[config.mk]
export PLATFORM = sky130hd
export DESIGN_NAME = lfsr_word_harvester
export DESIGN_NICKNAME = d
export VERILOG_FILES = /design/src/rtl/lfsr_word_harvester.sv
export SDC_FILE = /design/constraint.sdc
export NUM_CORES = 1
export LEC_CHECK = 0
export BUFFER_PORTS_ARGS = -buffer_cell sky130_fd_sc_hd__buf_2
export CORE_MARGIN = 1
export CORE_UTILIZATION = 44
export DETAILED_ROUTE_END_ITERATION = 12
export PLACE_DENSITY_LB_ADDON = 0.2
export RECOVER_POWER = 25
export REMOVE_ABC_BUFFERS = 1
export SLEW_MARGIN = 20
export SYNTH_ARGS = -nofsm -noshare
export SYNTH_HDL_FRONTEND = slang
export SYNTH_SLANG_ARGS = --single-unit
[constraint.sdc]
create_clock -name CLK -period 9.55 [get_ports CLK]
set_input_delay 0.955 -clock CLK [delete_from_list [all_inputs] [get_ports CLK]]
set_output_delay 0.955 -clock CLK [all_outputs]
set_load 0.05 [all_outputs]
[src/rtl/lfsr_word_harvester.sv]
// Reader side of the 16-bit LFSR entropy mixer: samples the LFSR once per settle
// period, screens samples with a repetition health test, and buffers them in a FIFO.
module lfsr_word_harvester #(
  parameter int SETTLE_CLOCKS = 16,
  parameter int DEPTH         = 4,
  parameter int REPEAT_LIMIT  = 3
) (
  input  logic        CLK,
  input  logic        RST_N,
  input  logic        enable,
  input  logic [15:0] lfsr,
  input  logic        clear,
  output logic [15:0] data,
  output logic        data_valid,
  input  logic        data_ready,
  output logic        overflow,
  output logic        health_fail,
  output logic [4:0]  fill
);

  localparam int         AW          = (DEPTH > 1) ? $clog2(DEPTH) : 1;
  localparam logic [7:0] SETTLE_LAST = 8'(SETTLE_CLOCKS - 1);
  localparam logic [3:0] REP_LIMIT   = 4'(REPEAT_LIMIT);
  localparam logic [4:0] DEPTH_W     = 5'(DEPTH);

  logic [7:0]    r_settle_cnt;
  logic [3:0]    r_rep_cnt;
  logic [15:0]   r_last;
  logic          r_last_valid;
  logic          r_overflow;
  logic          r_health_fail;
  logic [4:0]    r_fill;
  logic [AW-1:0] r_wr_ptr;
  logic [AW-1:0] r_rd_ptr;
  logic [15:0]   r_mem [DEPTH];

  logic          w_strobe;
  logic          w_match;
  logic [3:0]    w_rep_next;
  logic          w_trip;
  logic          w_push_req;
  logic          w_full;
  logic          w_pop;
  logic          w_push;
  logic          w_drop;

  // Handshake: a word transfers on a rising CLK edge where data_valid and
  // data_ready are both high; data is stable while data_valid=1 and data_ready=0.
  always_comb begin
    w_strobe   = 1'b0;
    w_match    = 1'b0;
    w_rep_next = 4'd1;
    w_trip     = 1'b0;
    w_push_req = 1'b0;
    w_full     = 1'b0;
    w_pop      = 1'b0;
    w_push     = 1'b0;
    w_drop     = 1'b0;

    w_strobe = enable && (r_settle_cnt == SETTLE_LAST);
    w_match  = r_last_valid && (lfsr == r_last);
    if (w_match) begin
      w_rep_next = (r_rep_cnt == 4'hF) ? 4'hF : r_rep_cnt + 4'd1;
    end
    w_trip = w_strobe && (w_rep_next == REP_LIMIT);

    // A strobe coinciding with clear is discarded entirely.
    w_push_req = w_strobe && !clear && !r_health_fail && !w_trip;
    w_full     = (r_fill == DEPTH_W);
    w_pop      = data_valid && data_ready && !clear;
    w_push     = w_push_req && (!w_full || w_pop);
    w_drop     = w_push_req && w_full && !w_pop;
  end

  // Settle counter is free-running across clear; only reset restarts it.
  always_ff @(posedge CLK or negedge RST_N) begin
    if (!RST_N) begin
      r_settle_cnt <= 8'd0;
    end else if (enable) begin
      r_settle_cnt <= (r_settle_cnt == SETTLE_LAST) ? 8'd0 : r_settle_cnt + 8'd1;
    end
  end

  always_ff @(posedge CLK or negedge RST_N) begin
    if (!RST_N) begin
      r_rep_cnt     <= 4'd0;
      r_last        <= 16'd0;
      r_last_valid  <= 1'b0;
      r_health_fail <= 1'b0;
    end else if (clear) begin
      r_rep_cnt     <= 4'd0;
      r_last_valid  <= 1'b0;
      r_health_fail <= 1'b0;
    end else if (w_strobe) begin
      r_rep_cnt    <= w_rep_next;
      r_last       <= lfsr;
      r_last_valid <= 1'b1;
      if (w_trip) begin
        r_health_fail <= 1'b1;
      end
    end
  end

  always_ff @(posedge CLK or negedge RST_N) begin
    if (!RST_N) begin
      r_fill     <= 5'd0;
      r_wr_ptr   <= '0;
      r_rd_ptr   <= '0;
      r_overflow <= 1'b0;
    end else if (clear) begin
      r_fill     <= 5'd0;
      r_wr_ptr   <= '0;
      r_rd_ptr   <= '0;
      r_overflow <= 1'b0;
    end else begin
      if (w_push) begin
        r_wr_ptr <= r_wr_ptr + AW'(1);
      end
      if (w_pop) begin
        r_rd_ptr <= r_rd_ptr + AW'(1);
      end
      if (w_push && !w_pop) begin
        r_fill <= r_fill + 5'd1;
      end else if (w_pop && !w_push) begin
        r_fill <= r_fill - 5'd1;
      end
      if (w_drop) begin
        r_overflow <= 1'b1;
      end
    end
  end

  // Storage needs no reset: the head is masked to zero whenever the FIFO is empty.
  always_ff @(posedge CLK) begin
    if (w_push) begin
      r_mem[r_wr_ptr] <= lfsr;
    end
  end

  assign data_valid  = (r_fill != 5'd0);
  assign data        = data_valid ? r_mem[r_rd_ptr] : 16'd0;
  assign overflow    = r_overflow;
  assign health_fail = r_health_fail;
  assign fill        = r_fill;

endmodule

==> flow_results.xml <==
<?xml version="1.0" encoding="UTF-8"?>
<metrics>
  <group name="timing">
    <metric name="setup_viol" unit="">0</metric>
    <metric name="min_period_over_period" unit="">0.412</metric>
    <metric name="worst_pin_slew" unit="ns">0.923</metric>
    <metric name="grt_setup_unrepaired" unit="">false</metric>
    <metric name="period_needed" unit="ns">3.93</metric>
    <metric name="skew" unit="ns">0.0151</metric>
    <metric name="slew_viol_final" unit="">0</metric>
    <metric name="max_freq" unit="MHz">254</metric>
    <metric name="finalHoldViolations" unit="">0</metric>
    <metric name="max-slew-margin-rel" unit="">0.385</metric>
    <metric name="totalNegativeSetupSlack" unit="ns">0</metric>
    <metric name="fin_ws" unit="ns">5.62</metric>
  </group>
  <group name="setup_path">
    <metric name="timing.setup.critical_path_class" unit="">in2reg</metric>
    <metric name="worst-r2r-setup-slack" unit="ns">5.74</metric>
    <metric name="critical_path_required" unit="ns">9.80</metric>
    <metric name="path_max_fanout" unit="">17</metric>
    <metric name="critical_path.reg2reg.endpoint" unit="">fill[2]</metric>
    <metric name="rr_worst_depth" unit="">12</metric>
    <metric name="cp.arrival" unit="ns">4.18</metric>
    <metric name="startpoint_type" unit="">input port</metric>
    <metric name="setup.worst_path.end_class" unit="">register</metric>
    <metric name="worstReg2RegStart" unit="">r_settle_cnt[5]</metric>
  </group>
  <group name="yosys">
    <metric name="synth.yosys.seq_area_share" unit="">0.629</metric>
    <metric name="synthesis.yosys.warnings" unit="">0</metric>
    <metric name="postSynthAreaPerCell" unit="um^2">15.0</metric>
    <metric name="post-synth-top-area-fraction" unit="">0.413</metric>
    <metric name="postSynthCellCount" unit="">309</metric>
    <metric name="synth_enable_flop_cells" unit="">64</metric>
    <metric name="post_synth_main_area_contributors" unit="">sky130_fd_sc_hd__edfxtp_1 (41%), sky130_fd_sc_hd__dfrtp_1 (22%), sky130_fd_sc_hd__mux4_2 (7.8%), sky130_fd_sc_hd__xnor2_1 (4.1%), sky130_fd_sc_hd__mux2_2 (4.1%)</metric>
    <metric name="synthArstFlopShare" unit="">0.385</metric>
    <metric name="register_bit_total_from_synthesis" unit="">104</metric>
    <metric name="synth.most_common_cell" unit="">sky130_fd_sc_hd__edfxtp_1</metric>
    <metric name="ys_flop_type" unit="">sky130_fd_sc_hd__edfxtp_1</metric>
    <metric name="mappedNetlistArea" unit="um^2">4650</metric>
    <metric name="synth.largest_area_cell" unit="">sky130_fd_sc_hd__edfxtp_1</metric>
    <metric name="unique_cell_type_count_in_the_yosys_netlist" unit="">42</metric>
    <metric name="ys_top_cells_by_count" unit="">sky130_fd_sc_hd__edfxtp_1 (64), sky130_fd_sc_hd__dfrtp_1 (40), sky130_fd_sc_hd__xnor2_1 (22)</metric>
  </group>
  <group name="status">
    <metric name="status" unit="">complete, no violations</metric>
  </group>
  <group name="placed_design">
    <metric name="place.detailed.hpwl" unit="um">5380</metric>
    <metric name="number_of_i_o_port_buffers" unit="">44</metric>
    <metric name="place.gp.congestion" unit="">0.803</metric>
    <metric name="preCtsSetupSlack" unit="ns">5.23</metric>
  </group>
  <group name="power">
    <metric name="vdd.ir_drop.worst" unit="mV">0.131</metric>
    <metric name="netSwitchingFraction" unit="">0.398</metric>
    <metric name="int_pwr" unit="uW">839</metric>
    <metric name="clock_share_of_power" unit="">0.201</metric>
    <metric name="total_leakage_power" unit="nW">1.95</metric>
    <metric name="pwr-share-comb" unit="">0.389</metric>
    <metric name="power.share.sequential" unit="">0.410</metric>
    <metric name="netSwitchingPower" unit="uW">554</metric>
    <metric name="power_per_cell_area" unit="nW/um^2">267</metric>
  </group>
  <group name="run">
    <metric name="cap_violations" unit="">0</metric>
  </group>
  <group name="clocking">
    <metric name="cts-root-buf" unit="">sky130_fd_sc_hd__clkbuf_8</metric>
    <metric name="tritoncts" unit="">yes</metric>
    <metric name="cts-root-to-sink-buffers" unit="">2</metric>
    <metric name="htree_levels" unit="">3</metric>
    <metric name="clk-insertion-delay-late" unit="ns">0.37</metric>
    <metric name="cts_made_buffers" unit="">9</metric>
    <metric name="clkSlewWorstSetupHoldPaths" unit="ns">0.10</metric>
    <metric name="clkSinkCount" unit="">104</metric>
    <metric name="cts_setup_buffers" unit="">0</metric>
    <metric name="ctsHoldBuffers" unit="">0</metric>
    <metric name="ctsResizeCount" unit="">0</metric>
  </group>
  <group name="route">
    <metric name="route.final.wire_length" unit="um">8200</metric>
    <metric name="firstDrtPassIters" unit="">4</metric>
    <metric name="drt.antenna.violating_nets" unit="">0</metric>
    <metric name="initialDrtViolationCount" unit="">87</metric>
    <metric name="remaining_drc_errors" unit="">0</metric>
    <metric name="num_vias" unit="">2607</metric>
    <metric name="vias_per_cell" unit="">5.21</metric>
    <metric name="drt-wirelength-per-cell" unit="um">16.4</metric>
  </group>
  <group name="global_route">
    <metric name="grt_pass1_vias" unit="">2664</metric>
    <metric name="grt.overflow.total" unit="">0</metric>
    <metric name="first_pass_grt_wire_length" unit="um">14000</metric>
    <metric name="grt.total_usage" unit="">0.166</metric>
    <metric name="largest_net_degree_at_the_start_of_global_routing" unit="">41</metric>
    <metric name="grt_antenna_before_repair" unit="">0</metric>
  </group>
  <group name="final_layout">
    <metric name="fill_cell_instance_count_of_the_final_layout" unit="">906</metric>
    <metric name="area_growth_syn_to_layout" unit="%">12.3</metric>
    <metric name="antenna_cells_inserted" unit="">0</metric>
    <metric name="multi_input_area" unit="um^2">1670</metric>
    <metric name="final_nets" unit="">391</metric>
    <metric name="seq_area" unit="um^2">2920</metric>
    <metric name="final_layout_size_suffix_gt1_frac" unit="">0.239</metric>
  </group>
  <group name="floorplan">
    <metric name="die_span_in_x" unit="um">105</metric>
    <metric name="initial_util" unit="">0.452</metric>
    <metric name="std_cell_rows" unit="">37</metric>
    <metric name="area_of_the_core" unit="um^2">10300</metric>
    <metric name="die_h" unit="um">105</metric>
    <metric name="die_area" unit="um^2">11000</metric>
    <metric name="io-pin-count" unit="">45</metric>
  </group>
  <group name="hold_path">
    <metric name="holdPathEnd" unit="">r_settle_cnt[7]</metric>
    <metric name="whs_path_depth" unit="">1</metric>
    <metric name="worstHoldStart" unit="">r_settle_cnt[7]</metric>
    <metric name="hold_path.class" unit="">reg2reg</metric>
  </group>
</metrics>
==> worst max path at each step <==
stage / startpoint / endpoint / slack [ns]
floorplan: enable / fill[2] / 5.44
global placement: enable / fill[4] / 5.37
finish: enable / fill[2] / 5.62
global route: enable / fill[4] / 5.27
CTS: enable / fill[2] / 5.61
detailed placement: enable / fill[2] / 5.23
==> metrics by stage <==
stage                     hold WS (ns)  power [mW]  cell area (um^2)   util  cells
after floorplan                  0.446       0.997              4610      -    300
after global placement           0.466        1.12              5030  0.490    484
after detailed placement         0.483        1.13              5030  0.490    484
after CTS                        0.508        1.41              5240  0.510    500
after global routing             0.529        1.47              5220  0.508    500
final                            0.497        1.39              5220  0.508    500
==> logic make-up after synthesis <==
kind of cell    after synthesis  share of synthesized area
xor+xnor                     28                     0.0527
compound gates               32                     0.0498
fa+ha+maj                    11                     0.0312
mux                          37                      0.127
simple gates                 82                     0.0980
buf+inv                      15                     0.0124
flops                       104                      0.629
==> power groups by stage <==
stage / registers, mW / clock network (mW) / logic [mW]
after CTS: 0.572 / 0.286 / 0.549
after global placement: 0.580 / 0 / 0.540
after global routing: 0.580 / 0.304 / 0.585
final: 0.571 / 0.280 / 0.543
after detailed placement: 0.582 / 0 / 0.547
after floorplan: 0.604 / 0 / 0.393
==> registers in the layout, summed over array words and instances, names as in the netlist <==
register / count
r_mem: 64
health_fail: 1
overflow: 1
r_last: 16
r_last_valid: 1
r_wr_ptr: 2
r_settle_cnt: 8
r_rd_ptr: 2
r_rep_cnt: 4
fill: 5
==> cell usage in the layout, fill, tap and decap left out, drive strengths merged <==
cell / instances
a31oi: 4
or3: 1
nor3: 2
nor3b: 1
nor2: 19
inv: 9
a22o: 1
nand4: 5
a21boi: 2
a2bb2oi: 1
nand2b: 2
o21ai: 9
dfrtp: 40
nand3b: 1
mux2i: 4
a211oi: 2
edfxtp: 64
xnor2: 22
mux2: 17
a2111oi: 1
clkinv: 2
xor2: 6
a21oi: 8
ha: 10
fa: 1
a21o: 2
mux4: 16
nand3: 6
bufinv: 1
and2: 21
a311oi: 1
o311ai: 1
nor4: 3
nand2: 13
and3: 4
buf: 33
clkbuf: 25
or4: 2
or2: 2
==> area by class of cell <==
type	count	area share
Clock buffer	10	0.0244
Clock inverter	6	0.0146
Multi-Input combinational cell	190	0.320
Inverter	6	0.00431
Tap cell	136	0.0326
Sequential cell	104	0.560
Timing Repair Buffer	48	0.0443
==> routing by layer <==
layer / GRT usage / vias up / part of all wire
met2: 0.272 / 52 / 0.49
met4: 0.0604 / 0 / 0.012
met1: 0.225 / 1302 / 0.46
met3: 0.0287 / 11 / 0.037
met5: 0 / - / 0
li1: - / 1242 / -
==> critical path: stages <==
cell and delay [ns]:
sky130_fd_sc_hd__buf_2 0.14, sky130_fd_sc_hd__nand4_1 0.25, sky130_fd_sc_hd__nor4_4 0.20, sky130_fd_sc_hd__buf_4 0.30, sky130_fd_sc_hd__nand2b_4 0.11, sky130_fd_sc_hd__a311oi_4 0.46, sky130_fd_sc_hd__o21ai_0 0.37, sky130_fd_sc_hd__fa_1 0.49
sky130_fd_sc_hd__xnor2_1 0.19, sky130_fd_sc_hd__a2bb2oi_1 0.15, sky130_fd_sc_hd__a2111oi_0 0.39, sky130_fd_sc_hd__a31oi_1 0.07, sky130_fd_sc_hd__o311ai_0 0.11
(Power assumes the default switching activity.)
